### config.mk
export PLATFORM = sky130hd
export DESIGN_NAME = excpt_sequencer
export DESIGN_NICKNAME = d
export VERILOG_FILES = /design/src/rtl/excpt_pkg.sv /design/src/rtl/excpt_prio_enc.sv /design/src/rtl/excpt_sequencer.sv
export SDC_FILE = /design/constraint.sdc
export NUM_CORES = 1
export LEC_CHECK = 0
export ABC_CLOCK_PERIOD_IN_PS = 2320
export CAP_MARGIN = 5
export CORE_MARGIN = 10
export CORE_UTILIZATION = 42
export DETAILED_ROUTE_END_ITERATION = 10
export PLACE_DENSITY_LB_ADDON = 0.05
export SYNTH_ARGS = -nofsm -noshare
export SYNTH_HDL_FRONTEND = slang
export SYNTH_SLANG_ARGS = --single-unit
### constraint.sdc
create_clock -name clk -period 2.32 [get_ports clk]
set_input_delay 0.464 -clock clk [delete_from_list [all_inputs] [get_ports clk]]
set_output_delay 0.464 -clock clk [all_outputs]
set_load 0.01 [all_outputs]
### src/rtl/excpt_pkg.sv
// Shared encodings for the exception sequencer: FSM states,
// ExcptCtrl mux select codes and the handler vector byte addresses.
package excpt_pkg;

  typedef enum logic [2:0] {
    ST_IDLE = 3'd0,
    ST_SAVE = 3'd1,
    ST_WAIT = 3'd2,
    ST_LOAD = 3'd3,
    ST_DONE = 3'd4
  } state_e;

  localparam logic [2:0] EXC_OPCODE = 3'b000;
  localparam logic [2:0] EXC_OVF    = 3'b001;
  localparam logic [2:0] EXC_DIV0   = 3'b010;

  localparam logic [7:0] VEC_OPCODE = 8'd253;
  localparam logic [7:0] VEC_OVF    = 8'd254;
  localparam logic [7:0] VEC_DIV0   = 8'd255;

endpackage

### src/rtl/excpt_prio_enc.sv
// Fixed-priority encoder, opcode > ovf > div0.
// req_i {div0,ovf,opcode} -> valid_o, code_o (ExcptCtrl), grant_o one-hot.
module excpt_prio_enc
  import excpt_pkg::*;
(
  input  logic [2:0] req_i,
  output logic       valid_o,
  output logic [2:0] code_o,
  output logic [2:0] grant_o
);

  always_comb begin
    valid_o = |req_i;
    code_o  = EXC_OPCODE;
    grant_o = 3'b000;
    priority case (1'b1)
      req_i[0]: begin
        code_o  = EXC_OPCODE;
        grant_o = 3'b001;
      end
      req_i[1]: begin
        code_o  = EXC_OVF;
        grant_o = 3'b010;
      end
      req_i[2]: begin
        code_o  = EXC_DIV0;
        grant_o = 3'b100;
      end
      default: ;
    endcase
  end

endmodule

### src/rtl/excpt_sequencer.sv
// Exception sequencer: arbitrates opcode/ovf/div0 requests and steps
// SAVE (EPC write) -> WAIT (vector read, MEM_LAT cycles) -> LOAD (PC
// write) -> DONE. Ports: clk, reset (async, active low), *_req, pc_in,
// mem_byte in; ExcptCtrl, mem_rd, epc_wr, epc_out, pc_wr, pc_out,
// busy, done out. Define EXCPT_PENDING_EN to keep losing/busy-time
// requests in a pending register instead of dropping them.
module excpt_sequencer
  import excpt_pkg::*;
#(
  parameter int unsigned MEM_LAT = 1,
  parameter int unsigned PC_W    = 32
) (
  input  logic            clk,
  input  logic            reset,
  input  logic            opcode_req,
  input  logic            ovf_req,
  input  logic            div0_req,
  input  logic [PC_W-1:0] pc_in,
  input  logic [7:0]      mem_byte,
  output logic [2:0]      ExcptCtrl,
  output logic            mem_rd,
  output logic            epc_wr,
  output logic [PC_W-1:0] epc_out,
  output logic            pc_wr,
  output logic [PC_W-1:0] pc_out,
  output logic            busy,
  output logic            done
);

  localparam logic [2:0] LAT_LAST = 3'(MEM_LAT - 1);

  state_e          state_q, state_d;
  logic [2:0]      cnt_q, cnt_d;
  logic [2:0]      ctrl_q, ctrl_d;
  logic [PC_W-1:0] epc_q, epc_d;
  logic            mem_rd_q, epc_wr_q, pc_wr_q;
  logic            busy_q, done_q;

  logic [2:0] req_v;
  logic [2:0] arb_in;
  logic       win_v;
  logic [2:0] win_code;
  logic [2:0] win_grant;

  assign req_v = {div0_req, ovf_req, opcode_req};

`ifdef EXCPT_PENDING_EN
  logic [2:0] pend_q, pend_d;

  assign arb_in = pend_q | req_v;

  // Everything seen outside an acceptance is remembered; on
  // acceptance only the serviced bit is retired.
  always_comb begin
    pend_d = pend_q | req_v;
    if (state_q == ST_IDLE && win_v)
      pend_d = arb_in & ~win_grant;
  end

  always_ff @(posedge clk or negedge reset) begin
    if (!reset) pend_q <= 3'b000;
    else        pend_q <= pend_d;
  end
`else
  assign arb_in = req_v;
`endif

  excpt_prio_enc u_prio (
    .req_i   (arb_in),
    .valid_o (win_v),
    .code_o  (win_code),
    .grant_o (win_grant)
  );

  always_comb begin
    state_d = state_q;
    cnt_d   = cnt_q;
    ctrl_d  = ctrl_q;
    epc_d   = epc_q;
    unique case (state_q)
      ST_IDLE: begin
        ctrl_d = EXC_OPCODE;
        if (win_v) begin
          state_d = ST_SAVE;
          ctrl_d  = win_code;
          epc_d   = pc_in - PC_W'(4);
        end
      end
      ST_SAVE: begin
        state_d = ST_WAIT;
        cnt_d   = 3'd0;
      end
      ST_WAIT: begin
        if (cnt_q == LAT_LAST) begin
          state_d = ST_LOAD;
          cnt_d   = 3'd0;
        end else begin
          cnt_d = cnt_q + 3'd1;
        end
      end
      ST_LOAD: state_d = ST_DONE;
      ST_DONE: begin
        state_d = ST_IDLE;
        ctrl_d  = EXC_OPCODE;
      end
      default: begin
        state_d = ST_IDLE;
        ctrl_d  = EXC_OPCODE;
        cnt_d   = 3'd0;
      end
    endcase
  end

  // Outputs are flopped from the next state so they line up with it.
  always_ff @(posedge clk or negedge reset) begin
    if (!reset) begin
      state_q  <= ST_IDLE;
      cnt_q    <= 3'd0;
      ctrl_q   <= EXC_OPCODE;
      epc_q    <= '0;
      mem_rd_q <= 1'b0;
      epc_wr_q <= 1'b0;
      pc_wr_q  <= 1'b0;
      busy_q   <= 1'b0;
      done_q   <= 1'b0;
    end else begin
      state_q  <= state_d;
      cnt_q    <= cnt_d;
      ctrl_q   <= ctrl_d;
      epc_q    <= epc_d;
      mem_rd_q <= (state_d == ST_SAVE) ||
                  (state_d == ST_WAIT);
      epc_wr_q <= (state_d == ST_SAVE);
      pc_wr_q  <= (state_d == ST_LOAD);
      busy_q   <= (state_d != ST_IDLE);
      done_q   <= (state_d == ST_DONE);
    end
  end

  assign ExcptCtrl = ctrl_q;
  assign mem_rd    = mem_rd_q;
  assign epc_wr    = epc_wr_q;
  assign epc_out   = epc_q;
  assign pc_wr     = pc_wr_q;
  assign busy      = busy_q;
  assign done      = done_q;

  // Memory returns the byte in the LOAD cycle itself, so it passes
  // straight through; gated so pc_out is zero outside LOAD.
  assign pc_out = pc_wr_q ? {{(PC_W-8){1'b0}}, mem_byte}
                          : '0;

endmodule

# Word-level counts from Yosys, hierarchy flattened
# Cells that the tools add are included.
[totals]
regBits = 46
in_bits = 45
output_inout_bits = 72
word_cells = 38
[classes]
addsub = 2
eq_ne = 8
muxes = 11
reduce_logical = 8
[ops]
columns = ["op", "count"]
rows = [
  ["$sub A32 B3 Y32 const B", 1],
  ["$mux W3", 6],
  ["$eq A3 B2 Y1 const B", 4],
  ["$pmux W3 S2", 2],
  ["$pmux W3 S4", 1],
  ["$reduce_or A3 Y1", 3],
  ["$mux W8", 1],
  ["$eq A3 B1 Y1 const B", 2],
  ["$eq A3 B3 Y1 const B", 2],
  ["$logic_not A3 Y1", 2],
  ["$add A3 B1 Y3 const B", 1],
  ["$reduce_bool A3 Y1", 1],
  ["$mux W2", 1],
  ["$reduce_and A2 Y1", 1],
  ["$logic_or A1 B1 Y1", 1],
]

# Longest topological paths before layout
# Gate-level depths: netlist of run 1.
[logic_depth]
ltp_word = 5
mapped_depth = 8
depth_no_buf = 6

# By module
# From an unflattened synthesis of run 1, not the netlist that was laid out.
[hier_totals]
cells_unflattened = 299
area_unflattened_um2 = 2688.8
[by_module_without_submodules]
columns = ["mod", "n_inst", "cells_each", "area_each_um2", "seq_area_each_um2"]
rows = [
  ["excpt_sequencer", 1, 291, 2635.0, 1151.1],
  ["excpt_prio_enc", 1, 8, 53.8, 0.0],
]

# Worst setup path before layout of run 1
# Ideal clock, no wire load.
[synth_timing]
path_type = "input -> register"
start = "input port pc_in[2]"
end = "register epc_q[30] (netlist: epc_out[30])"
setup_ns = 0.082
arrival_time_ns = 1.888
t_required_ns = 2.238
setup_slack_ns = 0.351
stages = 6
path_cell_list = "inv_1 ha_1 nor4b_4 nand4_1 or4_1 a31oi_1"
[synth_via]
elab_chain_len = 1
[synth_lines]
columns = ["item", "line_no", "source"]
rows = [
  ["start, declared", "excpt_sequencer.sv:18", "input logic [PC_W-1:0] pc_in,"],
  ["$sub A32 B3 Y32", "excpt_sequencer.sv:86", "epc_d = pc_in - PC_W'(4);"],
  ["end signal, assigned", "excpt_sequencer.sv:130", "epc_q <= epc_d;"],
  ["end, declared", "excpt_sequencer.sv:35", "logic [PC_W-1:0] epc_q, epc_d;"],
]
# Every way passes these cells.
# A chain may end at the register's enable or synchronous reset.

# Final worst setup path of run 1
[layout_timing]
start = "input port pc_in[16]"
end = "register epc_q[29] (netlist: epc_out[29])"
# The elaborated chain is that of the path after synthesis.

==> results.cfg, run 1 <==
[placement]
io_buffers = 91
place_area_um2 = 3790
dp.final_hpwl_um = 6240
gp_congestion = 0.816

[logic_synthesis]
synthTopCellsByArea = dfrtp_1, buf_4, nand2_1
ys_async_sr_fraction_pct = 100
synth_cell_types = 40
synth_top_area_share_pct = 43.4
seq_area_frac_synth_pct = 43.4
yosysTopAreaCell = dfrtp_1
ys_ff_latch = 45
synth_top_flop_cell = dfrtp_1
synthCells = 287
synth_area_um2 = 2590
syn_avg_cell_area_um2 = 9.03
synth_edf_count = 0
yosys_warnings = 0

[final_layout]
diodes = 0
layout.nets = 467
syn_to_final_growth_pct = 49.2
nFillCells = 519
stdcell_area_um2 = 3870
drive_gt1_share_pct = 14.3

[min_path]
hold_path_class = input pin to async pin

[setup_path]
path_max_fanout = 6
critPathTopFamily = simple AND/OR/NAND/NOR gates
slowest_stage = or4b_2
slowest_delay_ps = 690
crit_type = input pin to flip-flop
crit_chain = clkdlybuf4s50_1 -> nor4_1 -> buf_4 -> nand2_1 -> or4b_2 -> nand3_1
crit_arrival_ps = 2400
startpoint_type = input pin
critPathRequiredTime_ps = 2540
crit_buf_inv = 2
crit_path_end_kind = flip-flop

[global_routing]
grt_first_pass_wirelength_um = 12800
antenna_found_initial = 0
grt_pass1_vias = 2538
gr-usage-all-layers_pct = 15.5
grt_remaining_overflow = 0
grt_max_degree = 23

[die]
die_w_um = 98.6
ios = 117
chipHeight_um = 98.6
fp-row-count = 28
start_util_pct = 43.5
die-area_um2 = 9720
fp.coreArea_um2 = 5960

[cts]
cts_resized = 0
cts_hold_buf = 0
cts-buffers-inserted = 5
clock_path_buffers = 2
path_clk_slew_ps = 80
cts-root-buf = clkbuf_8
cts_tree = built
postCtsSetupRepairBufs = 0
clk_latency_ps = 290
htreeDepth = 2
cts.sinks = 45

[route]
vias_per_cell = 5.11
drt-total-wl_um = 7600
first_pass_iters = 4
drtIter0Drc = 57
avgRoutedWirePerCell_um = 15.4
drc = 0
detail-route-antenna-nets = 0
num_vias = 2528

[power]
fin_total_pwr_mw = 3.76
powerDensity_nw_per_um2 = 971
max-vdd-ir-drop_v = 0.000613
p_leak_nw = 1.61

[sta]
rsz0062_at_grt = false
hold_viol = 0
finalClockSkew_ps = 6.81
finalSetupViolations = 0
timing.final.crit_share_pct = 93.7
finalCriticalPeriod_ps = 2170
clock.fmax_mhz = 460
maxSlewHeadroom_pct = 64.6
drv_slew = 0
tightest_slew_ps = 531

[run_status]
status = finished clean

[flow_run]
cap_violations = 0
cells by family (layout without fill, tap and decap cells):
logic type,Yosys count,after routing,share of synthesized area (%)
AO/OA/AOI/OAI,57,57,14.1
XOR/XNOR,9,9,3.04
adder cells (fa/ha/maj),3,3,1.45
buffers and inverters,43,152,10.4
flip-flops,45,45,43.4
other,1,25,0.145
AND/OR/NAND/NOR,129,129,27.5
through the flow:
step	setup TNS (ps)	hold slack (ps)	setup slack (ps)	std cells	util (%)
after CTS	0	158	129	495	65.0
final	0	142	146	495	65.0
after floorplan	0	168	351	311	-
after global routing	0	174	58.3	495	65.0
after detailed placement	-1490	471	-172	487	63.6
after global placement	-1210	459	-170	487	63.6
state kept, by name, indices dropped and copies added, names as in the netlist:
name	flops
busy	1
epc_wr	1
epc_out	32
pc_wr	1
mem_rd	1
ExcptCtrl	2
state_q	3
cnt_q	3
done	1
placed cells by master, fill, tap and decap left out, types with 2 or more instances in the layout:
master,count
clkdlybuf4s50_1,90
dfrtp_1,45
and3b_1,2
nand2b_1,3
inv_1,6
ha_1,3
and2_1,9
xnor2_1,4
or2_2,3
nand2_1,32
o21ai_0,19
clkbuf_8,5
clkbuf_1,3
nor4_2,2
or4_1,11
a31oi_1,16
o31a_1,2
a21oi_1,3
nand3_1,7
or3_1,10
nor3_1,9
nor2_1,24
o31ai_1,10
nand4_1,3
nor4_1,5
xor2_1,5
nand3b_1,2
o311ai_0,2
conb_1,25
nand4b_1,2
buf_4,47
power by group:
| group | switching (mW) | internal (mW) |
|---|---|---|
| Clock | 0.249 | 0.214 |
| Combinational | 0.886 | 1.03 |
| Sequential | 0.234 | 1.14 |
| Total | 1.37 | 2.39 |
synthesized netlist by cell type (2+ instances only):
| cell type | count |
|---|---|
| o311ai_0 | 2 |
| or3_1 | 10 |
| o31a_1 | 2 |
| xor2_1 | 5 |
| and3b_1 | 2 |
| nand2b_1 | 3 |
| or2_2 | 3 |
| o31ai_1 | 10 |
| nand2_1 | 32 |
| a31oi_1 | 16 |
| nand4b_1 | 2 |
| a21oi_1 | 3 |
| nand4_1 | 3 |
| buf_2 | 5 |
| clkbuf_1 | 5 |
| ha_1 | 3 |
| dfrtp_1 | 45 |
| and2_1 | 9 |
| inv_1 | 6 |
| nand3_1 | 7 |
| or4_1 | 11 |
| nor4_1 | 5 |
| nand3b_1 | 2 |
| nor4_2 | 2 |
| nor2_1 | 24 |
| buf_4 | 27 |
| o21ai_0 | 19 |
| nor3_1 | 9 |
| xnor2_1 | 4 |
routing by layer:
| layer | vias up | track usage, % | wire [um] |
|---|---|---|---|
| met5 | - | 0 | 0 |
| met4 | 0 | 2.98 | 36 |
| met3 | 4 | 5.59 | 588 |
| met2 | 84 | 25.5 | 3590 |
| met1 | 1193 | 19.2 | 3390 |
| li1 | 1247 | - | - |
area by class of cell:
class	instances	area, um2	area share (%)
multi-input cells	223	1290	33.3
repair buffers	138	1260	32.5
flip-flops and latches	45	1130	29.1
well taps	75	93.8	2.43
clock buffers	8	80.1	2.07
inverters	6	22.5	0.582
worst paths after layout:
| check | slack, ps | from | end | cells past startpoint |
|---|---|---|---|---|
| worst min-delay path | 140 | reset | epc_wr$_DFF_PN0_ | 1 |
| max in group asynchronous | 1580 | reset | epc_out[11]$_DFFE_PN0P_ | 2 |
| worst min register to register | 490 | epc_out[13]$_DFFE_PN0P_ | epc_out[13]$_DFFE_PN0P_ | 2 |
| min in group clk | 490 | epc_out[13]$_DFFE_PN0P_ | epc_out[13]$_DFFE_PN0P_ | 2 |
| worst max register to register | 330 | state_q[0]$_DFF_PN0_ | epc_out[18]$_DFFE_PN0P_ | 6 |
| worst max-delay path | 150 | pc_in[16] | epc_out[29]$_DFFE_PN0P_ | 6 |
No activity file was read; power rests on OpenSTA's default activity.
==> run 2, diff against run 1 <==
Settings changed: ABC_CLOCK_PERIOD_IN_PS 2320 to 1950, CORE_UTILIZATION 42 to 38, SLEW_MARGIN set to 10.
Clock period 2.32 ns to 1.95 ns, I/O delays scaled along.
==> run 2 against run 1 <==
Effect of this change:
- sequential cell count unchanged
- setup slack got worse by 99 ps
- critical path depth rose by 1
- global-route usage is 0.89 points lower
- largest cell class is now buffers
- final area up 8.1%
- power grew 24%
- critical path type unchanged
- largest power group unchanged
==> results.cfg, run 2 (synthesis results as in run 1) <==
[run_status]
status = finished clean

[setup_path]
crit_type = input pin to flip-flop
path_max_fanout = 6
slowest_stage = clkdlybuf4s50_1
crit_chain = clkdlybuf4s50_1 -> buf_4 -> nor2_1 -> nand4_1 -> buf_6 -> or4_4 -> a31oi_1
critPathRequiredTime_ps = 2180
slowest_delay_ps = 450
crit_path_end_kind = flip-flop
startpoint_type = input pin
crit_arrival_ps = 2130

[sta]
timing.final.crit_share_pct = 97.6
hold_viol = 0
tightest_slew_ps = 505
drv_slew = 0
clock.fmax_mhz = 525
finalCriticalPeriod_ps = 1900
rsz0062_at_grt = true
finalClockSkew_ps = 8.72
worst_slack_ps = 46.8
maxSlewHeadroom_pct = 66.3
finalSetupViolations = 0

[cts]
htreeDepth = 2
path_clk_slew_ps = 90
clock_path_buffers = 2
cts-buffers-inserted = 5
cts.sinks = 45
cts_hold_buf = 0
cts_tree = built
cts-root-buf = clkbuf_8
clk_latency_ps = 300

[power]
max-vdd-ir-drop_v = 0.000640
powerDensity_nw_per_um2 = 1120
p_leak_nw = 1.83
fin_total_pwr_mw = 4.67

[global_routing]
grt_remaining_overflow = 0
gr-usage-all-layers_pct = 14.6
grt_pass1_vias = 2567
grt_first_pass_wirelength_um = 12400
antenna_found_initial = 0
grt_max_degree = 26

[route]
drt-total-wl_um = 8070
detail-route-antenna-nets = 0
avgRoutedWirePerCell_um = 15.4
drc = 0
vias_per_cell = 4.97
num_vias = 2598
drtIter0Drc = 84
first_pass_iters = 4

[final_layout]
mostFrequentLayoutCells = clkdlybuf4s50_1, buf_4, dfrtp_1, nand2_1, conb_1
diodes = 0
layout_commonest_cell = clkdlybuf4s50_1
syn_to_final_growth_pct = 61.2
largest_reg_flops = 32
drive_gt1_share_pct = 23.0
layout.nets = 490

[placement]
gp_congestion = 0.782
io_buffers = 91
dp.final_hpwl_um = 6510
pre_cts_slack_ps = -432

[flow_run]
cap_violations = 0

[min_path]
hold_path_class = input pin to async pin

[die]
fp-row-count = 30
die-area_um2 = 10500
die_w_um = 103
chipHeight_um = 103
start_util_pct = 38.6
ios = 117
fp.coreArea_um2 = 6720
==> run 2: per-stage QoR <==
step	hold slack (ps)	utilization [%]	std cells	area, um2	TNS [ps]
3_3_place_gp	391	59.3	514	3990	-6030
3_5_place_dp	396	59.3	514	3990	-6580
5_1_grt	84.1	62.2	523	4180	-142
4_1_cts	68.0	61.1	523	4100	0
2_1_floorplan	94.4	-	311	2680	0
6_report	50.1	62.2	523	4180	0
==> run 2: repair_timing <==
| action | 4_1_cts | 5_1_grt |
|---|---|---|
| pin swaps | 14 | 13 |
| resized for setup | 21 | 22 |
| setup buffers | 1 | 1 |
| setup endpoints to repair | 12 | 20 |
| hold endpoints to repair | 0 | 0 |
==> run 2: critical path: cells and delay by family <==
| family | cells | cell delay, ps |
|---|---|---|
| AND/OR/NAND/NOR | 3 | 790 |
| AO/OA/AOI/OAI | 1 | 170 |
| buffers and inverters | 3 | 780 |
==> run 2: final timing paths <==
kind                                         from                      end  slack, ps  depth (start not counted)
max reg2reg                  state_q[2]$_DFF_PN0_  epc_out[22]$_DFFE_PN0P_        200                          5
min reg2reg                epc_out[1]$_DFFE_PN0P_   epc_out[1]$_DFFE_PN0P_        490                          2
min                                         reset  epc_out[25]$_DFFE_PN0P_         50                          1
max                                      pc_in[7]  epc_out[24]$_DFFE_PN0P_         50                          7
min in group clk           epc_out[1]$_DFFE_PN0P_   epc_out[1]$_DFFE_PN0P_        490                          2
max in group asynchronous                   reset  epc_out[31]$_DFFE_PN0P_       1390                          2
==> run 2: final cells by class <==
class / instances / area, um2
Fill cell: 604 / 2540
Timing Repair Buffer: 161 / 1480
Multi-Input combinational cell: 223 / 1370
Sequential cell: 45 / 1130
Tap cell: 80 / 100
Clock buffer: 5 / 68.8
Inverter: 6 / 22.5
Clock inverter: 3 / 17.5
==> run 2: per-layer routing <==
metal | share of wire [%] | up-vias | track usage, %
met2 | 48 | 87 | 24.6
met4 | 0.97 | 0 | 3.69
met3 | 8.6 | 7 | 4.62
li1 | - | 1297 | -
met1 | 42 | 1207 | 17.7
met5 | 0 | - | 0
==> run 2: report_power, final <==
group	internal [mW]	switching [mW]	total [mW]	leakage, nW
combinational	1.36	1.15	2.51	1.25
clock	0.248	0.335	0.583	0.0439
sequential	1.36	0.214	1.57	0.539
total	2.97	1.70	4.67	1.83
==> run 3, diff against run 2 <==
Settings changed: ABC_CLOCK_PERIOD_IN_PS 1950 to unset, PLACE_DENSITY set to 0.89, PLACE_DENSITY_LB_ADDON 0.05 to unset.
==> run 3 against run 2 <==
Effect of this change:
- via count grew 3.4%
- critical endpoint is now epc_out[28]$_DFFE_PN0P_
- global-route usage is 0.88 points higher
- power up 0.60%
- highest routed layer unchanged
- critical path depth is 2 lower
==> results.cfg, run 3 (synthesis results as in run 1) <==
[die]
start_util_pct = 38.6
fp-row-count = 30
ios = 117
die_w_um = 103
fp.coreArea_um2 = 6720
die-area_um2 = 10500
chipHeight_um = 103

[final_layout]
layout_commonest_cell = clkdlybuf4s50_1
drive_gt1_share_pct = 21.5
diodes = 0
utilization_pct = 61.3
stdcell_count = 522
syn_to_final_growth_pct = 58.9
layout.nets = 489
largest_reg_flops = 32
nFillCells = 578
stdcell_area_um2 = 4120
mostFrequentLayoutCells = clkdlybuf4s50_1, buf_4, dfrtp_1, nand2_1, conb_1

[cts]
cts-buffers-inserted = 5
cts_hold_buf = 0
clock_path_buffers = 2
path_clk_slew_ps = 90
htreeDepth = 2
cts_tree = built
clk_latency_ps = 290
cts-root-buf = clkbuf_8
cts.sinks = 45

[setup_path]
critPathRequiredTime_ps = 2170
r2r_start = state_q[2]$_DFF_PN0_
critPathLaunch = pc_in[23]
startpoint_type = input pin
crit_type = input pin to flip-flop
crit_arrival_ps = 2140
ff2ff_setup_slack_ps = 140
r2r_cells = 6
crit_path_end_kind = flip-flop
path_max_fanout = 2

[sta]
maxSlewHeadroom_pct = 66.2
fin_tns_setup_ps = 0
finalClockSkew_ps = 6.02
timing.final.crit_share_pct = 98.2
hold_viol = 0
clock.fmax_mhz = 522
finalCriticalPeriod_ps = 1920
timing.hold.ws_ps = 47.1
rsz0062_at_grt = true
drv_slew = 0
tightest_slew_ps = 508
worst_slack_ps = 34.9
finalSetupViolations = 0

[placement]
io_buffers = 91
pre_cts_slack_ps = -518
placedCellCount = 510
gp_congestion = 0.897
dp.final_hpwl_um = 6930
place_area_um2 = 3940

[route]
drc = 0
drtIter0Drc = 83
first_pass_iters = 4
avgRoutedWirePerCell_um = 16.3
num_vias = 2687
detail-route-antenna-nets = 0
vias_per_cell = 5.15
drt-total-wl_um = 8530

[flow_run]
cap_violations = 0

[global_routing]
grt_pass1_vias = 2810
gr-usage-all-layers_pct = 15.5
grt_max_degree = 24
grt_remaining_overflow = 0
grt_first_pass_wirelength_um = 13300
antenna_found_initial = 0

[power]
p_leak_nw = 1.81
max-vdd-ir-drop_v = 0.000670
fin_total_pwr_mw = 4.70
powerDensity_nw_per_um2 = 1140

[min_path]
hold_path_class = input pin to async pin

[run_status]
status = finished clean
## run 3: metal layers
metal  GRT usage (%)  up-vias  part of all wire [%]  wire length [um]
met1            17.5     1255                    39              3340
li1                -     1293                     -                 -
met5               0        -                     0                 0
met3            4.42       11                   8.8               750
met2            28.1      128                    51              4360
met4            3.47        0                  0.90                77
## run 3: final timing paths
check	to
worst max register to register	epc_out[19]$_DFFE_PN0P_
max in group asynchronous	epc_out[22]$_DFFE_PN0P_
min in group clk	epc_out[2]$_DFFE_PN0P_
worst max-delay path	epc_out[28]$_DFFE_PN0P_
worst min-delay path	epc_out[20]$_DFFE_PN0P_
worst min register to register	epc_out[1]$_DFFE_PN0P_
## run 3: timing repair
action	4_1_cts	5_1_grt
pin swaps	12	9
buffers inserted	2	2
resized for setup	24	18
endpoints found under the setup margin	17	13
## run 3: critical path: stages
cell	delay (ps)
dlygate4sd2_1	250
or3_4	390
or4_4	490
or4_4	430
a31oi_1	190
## run 3: cell type report
type / instances / area [um2] / share of cell area (%)
clock buffer: 7 / 76.3 / 1.85
clock inverter: 1 / 7.51 / 0.182
inverter: 6 / 22.5 / 0.547
multi-input combinational: 223 / 1340 / 32.6
sequential: 45 / 1130 / 27.3
tap: 80 / 100 / 2.43
timing repair buffer: 160 / 1440 / 35.0
## run 3: report_power, final
group	leakage [nW]	internal [mW]	switching [mW]
clock network	0.0385	0.254	0.317
registers	0.539	1.36	0.223
logic	1.23	1.36	1.18
